## config.mk

```make
export PLATFORM = sky130hd
export DESIGN_NAME = mic1_uart_rx
export DESIGN_NICKNAME = d
export VERILOG_FILES = /design/src/rtl/mic1_uart_pkg.sv /design/src/rtl/mic1_uart_fifo.sv /design/src/rtl/mic1_uart_rx.sv
export SDC_FILE = /design/constraint.sdc
export NUM_CORES = 1
export LEC_CHECK = 0
export ABC_AREA = 1
export BUFFER_PORTS_ARGS = -buffer_cell sky130_fd_sc_hd__buf_2
export CAP_MARGIN = 40
export CORE_UTILIZATION = 46
export DETAILED_ROUTE_END_ITERATION = 8
export PLACE_DENSITY = 0.65
export RECOVER_POWER = 25
export SYNTH_ARGS = -nofsm -noshare
export SYNTH_HDL_FRONTEND = slang
export SYNTH_SLANG_ARGS = --single-unit
```

## constraint.sdc

```tcl
create_clock -name clk -period 1.98 [get_ports clk]
set_clock_uncertainty 0.1 [all_clocks]
set_input_delay 0.396 -clock clk [delete_from_list [all_inputs] [get_ports clk]]
set_output_delay 0.396 -clock clk [all_outputs]
set_load 0.05 [all_outputs]
```

## src/rtl/mic1_uart_pkg.sv

```systemverilog
// Shared UART definitions for the MIC-1 SoC.
// Used by the RX path and the planned TX rewrite.
package mic1_uart_pkg;

   localparam int DATA_BITS = 8;

   typedef enum logic [2:0] {
      IDLE,
      START,
      DATA,
      STOP,
      BREAK
   } uart_rx_state_t;

   function automatic int clks_per_bit(
      input int clk_hz,
      input int baud
   );
      return clk_hz / baud;
   endfunction

endpackage

```

## src/rtl/mic1_uart_fifo.sv

```systemverilog
// Generic synchronous show-ahead FIFO.
// Head word is visible on dout; reads as zero when empty.
module mic1_uart_fifo #(
   parameter int WIDTH = 8,
   parameter int DEPTH = 4
) (
   input  logic             clk,
   input  logic             rst,
   input  logic             push,
   input  logic             pop,
   input  logic [WIDTH-1:0] din,
   output logic [WIDTH-1:0] dout,
   output logic             full,
   output logic             empty
);

   localparam int AW = $clog2(DEPTH);

   logic [WIDTH-1:0] mem [DEPTH];
   logic [AW-1:0]    wr_ptr;
   logic [AW-1:0]    rd_ptr;
   logic [AW:0]      count;
   logic             do_push;
   logic             do_pop;

   assign empty = (count == '0);
   assign full  = (count == (AW+1)'(DEPTH));

   // A pop on the same edge frees the slot a full push needs.
   assign do_pop  = pop && !empty;
   assign do_push = push && (!full || do_pop);

   assign dout = empty ? '0 : mem[rd_ptr];

   always_ff @(posedge clk) begin
      if (do_push) begin
         mem[wr_ptr] <= din;
      end
   end

   always_ff @(posedge clk) begin
      if (rst) begin
         wr_ptr <= '0;
         rd_ptr <= '0;
         count  <= '0;
      end else begin
         if (do_push) begin
            wr_ptr <= wr_ptr + AW'(1);
         end
         if (do_pop) begin
            rd_ptr <= rd_ptr + AW'(1);
         end
         unique case ({do_push, do_pop})
            2'b10:   count <= count + (AW+1)'(1);
            2'b01:   count <= count - (AW+1)'(1);
            default: count <= count;
         endcase
      end
   end

endmodule

```

## src/rtl/mic1_uart_rx.sv

```systemverilog
// 8N1 UART receiver with show-ahead byte FIFO and
// sticky framing/overrun status for the MIC-1 I/O space.
module mic1_uart_rx
   import mic1_uart_pkg::*;
#(
   parameter int CLK_HZ     = 12000000,
   parameter int BAUD       = 115200,
   parameter int FIFO_DEPTH = 4
) (
   input  logic       clk,
   input  logic       rst,
   input  logic       rx,
   input  logic       rd_en,
   input  logic       clr_err,
   output logic [7:0] rd_data,
   output logic       rx_valid,
   output logic       frame_err,
   output logic       overrun
);

   localparam int CPB  = clks_per_bit(CLK_HZ, BAUD);
   localparam int HALF = CPB / 2;
   localparam int CW   = $clog2(CPB + 1);
   localparam int BW   = $clog2(DATA_BITS);

   localparam logic [CW-1:0] CNT_BIT  = CW'(CPB - 1);
   localparam logic [CW-1:0] CNT_HALF = CW'(HALF - 1);
   localparam logic [BW-1:0] LAST_BIT = BW'(DATA_BITS - 1);

   uart_rx_state_t       state;
   logic [CW-1:0]        cnt;
   logic [BW-1:0]        bit_idx;
   logic [DATA_BITS-1:0] shreg;
   logic                 rx_q1;
   logic                 rx_s;
   logic                 tick;
   logic                 push;
   logic                 ferr_set;
   logic                 ovr_set;
   logic                 fifo_full;
   logic                 fifo_empty;

   always_ff @(posedge clk) begin
      if (rst) begin
         rx_q1 <= 1'b1;
         rx_s  <= 1'b1;
      end else begin
         rx_q1 <= rx;
         rx_s  <= rx_q1;
      end
   end

   assign tick     = (cnt == CNT_BIT);
   assign push     = (state == STOP) && tick && rx_s;
   assign ferr_set = (state == STOP) && tick && !rx_s;
   // A pop on the stop-sample edge makes room, so no byte is lost.
   assign ovr_set  = push && fifo_full && !rd_en;

   always_ff @(posedge clk) begin
      if (rst) begin
         state   <= IDLE;
         cnt     <= '0;
         bit_idx <= '0;
         shreg   <= '0;
      end else begin
         unique case (state)
            IDLE: begin
               if (!rx_s) begin
                  state <= START;
                  cnt   <= '0;
               end
            end
            START: begin
               if (cnt == CNT_HALF) begin
                  cnt     <= '0;
                  bit_idx <= '0;
                  state   <= rx_s ? IDLE : DATA;
               end else begin
                  cnt <= cnt + CW'(1);
               end
            end
            DATA: begin
               if (tick) begin
                  cnt     <= '0;
                  shreg   <= {rx_s, shreg[DATA_BITS-1:1]};
                  bit_idx <= bit_idx + BW'(1);
                  if (bit_idx == LAST_BIT) begin
                     state <= STOP;
                  end
               end else begin
                  cnt <= cnt + CW'(1);
               end
            end
            STOP: begin
               if (tick) begin
                  cnt   <= '0;
                  state <= rx_s ? IDLE : BREAK;
               end else begin
                  cnt <= cnt + CW'(1);
               end
            end
            BREAK: begin
               if (rx_s) begin
                  state <= IDLE;
               end
            end
            default: state <= IDLE;
         endcase
      end
   end

   always_ff @(posedge clk) begin
      if (rst) begin
         frame_err <= 1'b0;
         overrun   <= 1'b0;
      end else begin
         if (ferr_set) begin
            frame_err <= 1'b1;
         end else if (clr_err) begin
            frame_err <= 1'b0;
         end
         if (ovr_set) begin
            overrun <= 1'b1;
         end else if (clr_err) begin
            overrun <= 1'b0;
         end
      end
   end

   mic1_uart_fifo #(
      .WIDTH (DATA_BITS),
      .DEPTH (FIFO_DEPTH)
   ) u_fifo (
      .clk   (clk),
      .rst   (rst),
      .push  (push),
      .pop   (rd_en),
      .din   (shreg),
      .dout  (rd_data),
      .full  (fifo_full),
      .empty (fifo_empty)
   );

   assign rx_valid = !fifo_empty;

endmodule

```

After elaboration in Yosys (flattened, before gate mapping)
Memory sizes are Yosys's and may differ from the RTL's. A register that Yosys moved wholly into a read port is not among the register bits.
Index checks and enable logic that the tools add are counted.
{ "classes": {"addsub": 6, "n_eq_ne": 16, "mux": 25, "n_reduce_logical": 24} }
{ "ops": {"columns": ["operator", "count"], "rows": [
  ["two-way mux 3 bit", 9],
  ["two-way mux 7 bit", 3],
  ["one-hot mux 7 bit (3 select lines)", 1],
  ["one-hot mux 3 bit (5 select lines)", 1],
  ["!= test 2 bit (second input constant)", 6],
  ["one-hot mux 3 bit (2 select lines)", 2],
  ["equality test 3 bit (second input constant)", 3],
  ["two-way mux 8 bit", 1],
  ["nonzero test 2 bit", 4],
  ["adder 7 x 1 -> 7 bit (second input constant)", 1],
  ["equality test 7 x 6 -> 1 bit (second input constant)", 1],
  ["equality test 7 bit (second input constant)", 1],
  ["logical AND 1 bit", 7],
  ["adder 3 x 1 -> 3 bit (second input constant)", 2],
  ["equality test 3 x 2 -> 1 bit (second input constant)", 2],
  ["zero test 3 bit", 2],
  ["two-way mux 2 bit", 3],
  ["AND reduction 6 bit", 1],
  ["two-way mux 1 bit", 5],
  ["adder 2 x 1 -> 2 bit (second input constant)", 2],
  ["zero test 1 bit", 4],
  ["AND reduction 2 bit", 2],
  ["equality test 3 x 1 -> 1 bit (second input constant)", 1],
  ["AND reduction 3 bit", 1],
  ["other kinds (6)", 6]
]} }
{ "totals": {"reg_bits": 32, "mem_bits_rw": 32, "output_inout_bits": 11, "elab_cells": 83, "mem_count": 1} }
{ "mem_list": {"columns": ["memory", "words", "word_bits", "read_ports", "rd_ports_with_merged_regs", "wr", "line", "text"], "rows": [
  ["u_fifo.mem", 4, 8, 1, 1, 1, "mic1_uart_fifo.sv:19", "logic [WIDTH-1:0] mem [DEPTH];"]
]} }

Depth between registers and ports, before layout
Gate-level depths: netlist of run 1.
{ "logic_depth": {"word_depth": 7, "depth_mapped": 12} }

Cells and area by module
A second synthesis of run 1 with hierarchy kept.
{ "hier_totals": {"cells_unflattened": 343, "hier_area_um2": 3020.4} }
{ "by_module_without_submodules": {"columns": ["mod", "n_inst", "cells_per_inst", "area_each_um2"], "rows": [
  ["mic1_uart_fifo", 1, 168, 1756.7],
  ["mic1_uart_rx", 1, 175, 1263.7]
]} }

Worst setup path before layout of run 1
OpenSTA, ideal clock, no wires.
{ "synth_timing": {"kind": "register to output", "from": "reg u_fifo.count[0]", "to": "out rd_data[0]", "arrival_ps": 1826, "t_required_ps": 1484, "setup_slack_ps": -342, "stages_incl_launch_ff": 5, "path_buffers": 0, "cell_sequence": "dfxtp_1 nor2_1 nand2_1 inv_1 a21oi_1"} }
{ "synth_via": {"elab_chain_len": 2} }
{ "synth_lines": {"columns": ["item", "line", "text"], "rows": [
  ["start, declared", "mic1_uart_fifo.sv:22", "logic [AW:0] count;"],
  ["start signal, assigned", "mic1_uart_fifo.sv:54", "2'b10: count <= count + (AW+1)'(1);"],
  ["start signal, assigned", "mic1_uart_fifo.sv:55", "2'b01: count <= count - (AW+1)'(1);"],
  ["start signal, assigned", "mic1_uart_fifo.sv:56", "default: count <= count;"],
  ["zero test 3 bit", "mic1_uart_fifo.sv:26", "assign empty = (count == '0);"],
  ["two-way mux 8 bit", "mic1_uart_fifo.sv:33", "assign dout = empty ? '0 : mem[rd_ptr];"],
  ["end, declared", "mic1_uart_rx.sv:15", "output logic [7:0] rd_data,"]
]} }
Every way passes these cells.

==> results of run 1 <==
power by group through the flow:
stage | sequential, mW | clock (mW) | combinational [mW]
CTS | 1.59 | 1.12 | 1.97
detailed placement | 1.62 | 0 | 1.85
global route | 1.64 | 1.18 | 2.26
global placement | 1.62 | 0 | 1.82
finish | 1.62 | 1.08 | 2.05
floorplan | 1.62 | 0 | 1.46
through the flow:
stage | util, % | hold slack (ns) | total power [mW] | cells
2_1_floorplan | - | 0.289 | 3.08 | 328
3_3_place_gp | 52.8 | 0.295 | 3.45 | 421
3_5_place_dp | 52.8 | 0.305 | 3.47 | 421
4_1_cts | 56.4 | 0.128 | 4.69 | 437
5_1_grt | 57.4 | 0.133 | 5.08 | 439
6_report | 57.4 | 0.146 | 4.76 | 439
layout make-up:
class,count,share of cell area [%]
Sequential cell,66,47.4
Timing Repair Buffer,29,6.33
Clock buffer,9,3.56
Tap cell,75,2.70
Clock inverter,7,2.01
Inverter,41,4.57
Multi-Input combinational cell,212,33.5
Yosys cell counts (3+ instances only):
cell      instances
a21oi_1          24
buf_2             3
clkbuf_1          4
dfxtp_1          34
edfxtp_1         32
ha_1              7
inv_1            37
inv_2             4
nand2_1          36
nand2_2           4
nand3_1           7
nand4_1           3
nor2_1           73
o21ai_0          33
per-layer routing:
metal	share of wire, %	track usage (%)	vias to the layer above	wire, um
met4	1.9	9.30	0	99
met5	0	0	-	0
met3	2.2	3.63	11	113
li1	-	-	1134	-
met2	51	30.6	27	2640
met1	45	20.3	952	2320
worst paths after layout:
path             start               to  cells past startpoint  slack [ns]
max          flip-flop       rd_data[5]                      6         0.1
min                 rx            rx_q1                      2        0.15
max reg2reg     cnt[0]  u_fifo.count[2]                     11        0.15
min reg2reg      rx_q1             rx_s                      1        0.32
kinds of logic after synthesis:
| kind of cell | count (synthesis) | share of synthesized area [%] |
|---|---|---|
| XOR/XNOR | 2 | 0.593 |
| flip-flops | 66 | 55.6 |
| adder cells (fa/ha/maj) | 8 | 3.64 |
| AO/OA/AOI/OAI | 66 | 12.3 |
| AND/OR/NAND/NOR | 136 | 21.2 |
| buffers and inverters | 50 | 6.73 |
sequential cells by signal (all words and copies together) (netlist names), named ones only:
| register | count |
|---|---|
| bit_idx | 3 |
| cnt | 7 |
| frame_err | 1 |
| overrun | 1 |
| rx_q1 | 1 |
| rx_s | 1 |
| shreg | 8 |
| state | 3 |
| u_fifo.count | 3 |
| u_fifo.mem | 32 |
| u_fifo.rd_ptr | 2 |
| u_fifo.wr_ptr | 2 |
timing repair:
item                                   CTS  global route
gates resized for setup                 24            18
setup endpoints to repair                8            17
endpoints found under the hold margin    0             0
pin swaps                                0             2
cloned                                   0             2
==> summary.md, run 1 <==
| Metric | Value |
|---|---|
| Max-slew violation count | 0 |
| CTS tree | built |
| GR Util All Layers | 17.6% |
| Worst-path fanout max | 8 |
| Clock buffer depth | 2 |
| Synth area leader | edfxtp_1 |
| CP Cell Sequence | buf_6, nor2_1, nor2_1, o21ai_1, a21oi_2, buf_4 |
| Period utilization | 95.1% |
| Fmax | 531 MHz |
| Commonest non-fill, non-tap cell in the layout | nor2_1 |
| Hold buffer count at CTS | 0 |
| Delay-heaviest family, CP | flip-flops |
| Yosys warning total | 0 |
| Final Hold Viols | 0 |
| DP HPWL | 3820 um |
| Flops & latches, synth | 66 |
| Share of cells above drive strength 1 | 22.3% |
| CTS buffer count | 9 |
| ANT cells | 0 |
| DP Worst Slack | 0.0620 ns |
| Fin area | 3480 um2 |
| CP dominant cell by count | nor2_1 |
| Reg area | 1650 um2 |
| Syn_area_per_cell | 9.01 um2 |
| Initial core utilization | 48.7% |
| Antenna Violating Nets Remaining | 0 |
| Post-synth top area share | 32.5% |
| CP Class | reg2out |
| Clk root buf | clkbuf_8 |
| Synthesized Nets | 341 |
| Initial antenna violation count | 0 |
| Wire length per cell | 11.8 um |
| Worst-path clk slew | 0.07 ns |
| Slowest cell on crit path | dfxtp_4 |
| Clock share of power | 22.7% |
| Async S/R FF share, synth | 0% |
| Placed Area | 3200 um2 |
| Slew @ Worst Pin | 0.310 ns |
| Core ar. | 6060 um2 |
| Largest net degree at the start of global routing | 18 |
| Area growth syn-to-layout | 17.7% |
| Drt via density | 4.84 |
| CP bufs+invs | 2 |
| Clk_lat worst skew | 0.33 ns |
| Die area | 6750 um2 |
| Unique cell type count in the Yosys netlist | 33 |
| Routed vias | 2,124 |
| Crit. End Element | output pin |
| Die Wd | 82.1 um |
| Post-synth EDFFs | 32 |
| TritonRoute pass-1 iters | 4 |
| CP arrival | 1.39 ns |
| Final layout net count | 372 |
| Placer congestion estimate | 0.806 |
| Crit path launch type | flip-flop |
| Crit path required time | 1.48 ns |
| Post-route DRC | 0 |
| Largest cells by area after synthesis | edfxtp_1 (33%), dfxtp_1 (23%), nor2_1 (9.3%) |
| CP peak stage delay | 0.37 ns |
| Most frequent cells in the layout | nor2_1 (72), inv_1 (36), nand2_1 (35) |
| Grt total ovfl | 0 |
| Max cap viols | 0 |
| Mapped cell area | 2950 um2 |
| Post-Syn Instances | 328 |
| Final setup TNS | 0 ns |
| Register area share after synthesis | 55.6% |
| Final WS setup | 0.0971 ns |
| Die H | 82.1 um |
| Worst hold path class | in2reg |
| First-pass GRT wire length | 8710 um |
| Switching portion of total power | 41.8% |
| Internal Power | 2.77 mW |
| Unrepaired setup endpoints after global routing | false |
| Combinational cell fraction of total power | 43.1% |
| Top FF cell, synth | dfxtp_1 |
| Routed Wire Length | 5170 um |
| Leakage dissipation | 1.39 nW |
| Final setup violation count | 0 |
| Relative slew slack | 79.2% |
| Max VDD drop | 838 uV |
| Power Density | 1370 nW/um2 |
| Port buffer count | 15 |
| Row cnt | 28 |
| Outcome | finished, final reports clean |
| Flop pwr share | 34.1% |
| Drt initial violations | 102 |
| # clock sinks | 66 |
| Io pins | 16 |
| H-tree levels | 3 |
| Vias in the first global route | 1,959 |
| P_sw | 1.99 mW |
| Tmin final | 1.88 ns |
| Post-CTS setup buffers | 0 |
| Number of fill cells | 536 |
| Multi-input gate area | 1160 um2 |
No activity file was read; power rests on OpenSTA's default activity.
==> run 2, diff against run 1 <==
--- a/config.mk
+++ b/config.mk
@@ -5,7 +5,6 @@
 export SDC_FILE = /design/constraint.sdc
 export NUM_CORES = 1
 export LEC_CHECK = 0
-export ABC_AREA = 1
 export BUFFER_PORTS_ARGS = -buffer_cell sky130_fd_sc_hd__buf_2
 export CAP_MARGIN = 40
 export CORE_UTILIZATION = 46
==> run 2 against run 1 <==
Compared with the run above: the run now ends with setup timing left; global-route usage is 1.2 points higher; die area hardly changed; combinational power is 83% lower; first-iteration DRC count is 4.9% lower; non-clock buffer count is 25 higher; via count is 6.9% lower; hold slack worse by 0.0040 ns; register-to-register slack worse by 0.18 ns; synthesized area hardly changed; critical path depth is 2 lower; fmax is 10% lower; sequential power is 10% lower; critical endpoint is now rd_data[0]; largest power group is now registers.
==> summary.md, run 2 <==
| Metric | Value |
|---|---|
| CP arrival | 1.60 ns |
| Clk_lat worst skew | 0.33 ns |
| Most frequent cells in the layout | buf_4 (33), edfxtp_1 (32), nor2_1 (30) |
| Post-route DRC | 0 |
| Internal reg-to-reg setup slack | -0.03 ns |
| Power Density | 771 nW/um2 |
| Relative slew slack | 69.9% |
| Reg2reg start | cnt[0] |
| TritonRoute pass-1 iters | 4 |
| R2r endpoint | u_fifo.count[2] |
| Final setup violation count | 9 |
| # clock sinks | 66 |
| Multi-input gate area | 1360 um2 |
| Worst-path clk slew | 0.08 ns |
| Routed vias | 1,977 |
| Placed Area | 3450 um2 |
| Combinational cell fraction of total power | 12.1% |
| Outcome | finished with violations |
| Max cap viols | 0 |
| Top reg by flops | u_fifo.mem |
| CTS buffer count | 9 |
| Met3 Usage GRT | 3.30% |
| CTS tree | built |
| Commonest non-fill, non-tap cell in the layout | buf_4 |
| Max VDD drop | 439 uV |
| DP Worst Slack | -0.119 ns |
| Clock share of power | 38.5% |
| Async S/R FF share, synth | 0% |
| Worst hold path class | in2reg |
| Power Total | 2.93 mW |
| Post-synth top area share | 32.5% |
| Fin cells | 375 |
| Crit path required time | 1.48 ns |
| Final WS setup | -0.114 ns |
| Fmax | 478 MHz |
| Mapped cell area | 2950 um2 |
| Syn_area_per_cell | 12.2 um2 |
| Worst-path fanout max | 5 |
| Top FF cell, synth | dfxtp_1 |
| Slew @ Worst Pin | 0.451 ns |
| Initial antenna violation count | 0 |
| Initial core utilization | 48.7% |
| Max-slew violation count | 0 |
| Unique cell type count in the Yosys netlist | 51 |
| Post-Syn Instances | 243 |
| Most frequent cell after synthesis | dfxtp_1 |
| WHS | 0.142 ns |
| Io pins | 16 |
| Crit path launch type | flip-flop |
| Final setup TNS | -0.846 ns |
| Drt via density | 5.27 |
| Drt initial violations | 97 |
| DP HPWL | 3910 um |
| Switching portion of total power | 25.4% |
| Die area | 6740 um2 |
| Flop pwr share | 49.5% |
| Yosys warning total | 0 |
| Grt total ovfl | 0 |
| Largest regs | u_fifo.mem (32), shreg (8), cnt (7) |
| Reg area | 1650 um2 |
| Row cnt | 28 |
| Vias in the first global route | 1,881 |
| Unrepaired setup endpoints after global routing | true |
| Clk root buf | clkbuf_8 |
| Worst hold stages | 2 |
| Crit. End Element | output pin |
| Final layout net count | 308 |
| P_sw | 742 uW |
| Register area share after synthesis | 55.6% |
| Largest net degree at the start of global routing | 26 |
| Area growth syn-to-layout | 28.6% |
| Worst R2R Path Depth | 8 |
| GR Layer Usage met2 | 30.2% |
| Core ar. | 6060 um2 |
| Largest cells by area after synthesis | edfxtp_1 (33%), dfxtp_1 (23%), mux4_2 (6.1%) |
| Post-synth EDFFs | 32 |
| Max FFs per register | 32 |
| Die Wd | 82.1 um |
| Final Hold Viols | 0 |
| CP Class | reg2out |
| Number of fill cells | 474 |
| M1 GR Usage | 25.0% |
| GR Util All Layers | 18.8% |
| First-pass GRT wire length | 9160 um |
| Origin of the worst min-delay path | rx |
| Period utilization | 106% |
| Hold path endpoint | rx_q1 |
| Failing checks | setup timing |
| H-tree levels | 3 |
| Flops & latches, synth | 66 |
| Hold buffer count at CTS | 0 |
| Commonest cells post-synth | dfxtp_1 (34), edfxtp_1 (32), nor2_1 (31), mux2i_1 (14), nand2_1 (13) |
| Synthesized Nets | 256 |
| Fin area | 3800 um2 |
| Clock buffer depth | 2 |
| Leakage dissipation | 1.49 nW |
| Wire length per cell | 15.1 um |
| Placer congestion estimate | 0.837 |
| Placed Cells | 358 |
| GRT busiest layer | met2 |
| Final Util | 62.6% |
| Die H | 82.1 um |
| Routed Wire Length | 5660 um |
| Synth area leader | edfxtp_1 |
| Share of cells above drive strength 1 | 41.0% |
| ANT cells | 0 |
| Antenna Violating Nets Remaining | 0 |
| Port buffer count | 15 |
| Tmin final | 2.09 ns |
| Internal Power | 2.18 mW |
run 2: final cells by class:
cell class | count | area share, %
clock inverters | 7 | 2.01
multi-input cells | 158 | 35.8
inverters | 6 | 0.593
well taps | 75 | 2.47
clock buffers | 9 | 3.26
flip-flops and latches | 66 | 43.5
repair buffers | 54 | 12.4
run 2: worst max path at each step:
stage	endpoint	depth (start not counted)
after floorplan	u_fifo.count[2]	8
after global placement	u_fifo.count[2]	8
after detailed placement	cnt[6]	6
after CTS	rd_data[7]	4
after global routing	rd_data[7]	4
final	rd_data[0]	4
run 2: layer usage:
metal | wire length [um] | share of wire, % | vias up
met5 | 0 | 0 | -
li1 | - | - | 987
met1 | 2640 | 47 | 953
met4 | 76 | 1.3 | 0
met3 | 184 | 3.3 | 8
met2 | 2760 | 49 | 29
run 2: power by group through the flow:
stage | clock, mW | sequential (mW) | combinational (mW)
floorplan | 0 | 1.48 | 0.217
global placement | 0 | 1.48 | 0.300
detailed placement | 0 | 1.48 | 0.301
CTS | 1.15 | 1.45 | 0.315
global route | 1.21 | 1.45 | 0.385
finish | 1.13 | 1.45 | 0.353
run 2: repair_timing:
action,4_1_cts,5_1_grt
endpoints found under the setup margin,45,52
resized for setup,43,14
setup buffers,3,2
hold endpoints to repair,0,0
pin swaps,13,13
run 2: cells by family (layout without fill, tap and decap cells):
family / Yosys count / after routing / share of synthesized area, %
compound gates: 33 / 33 / 8.18
flops: 66 / 66 / 55.6
mux: 24 / 24 / 11.6
simple gates: 88 / 88 / 16.4
fa+ha+maj: 8 / 8 / 3.64
buf+inv: 19 / 76 / 3.05
xor+xnor: 5 / 5 / 1.48
run 2: worst max-delay path, cell delays in order (launching register included):
cell and delay, ns:
dfxtp_2 0.34, buf_6 0.14, mux4_2 0.49, and2_4 0.15
buf_8 0.14
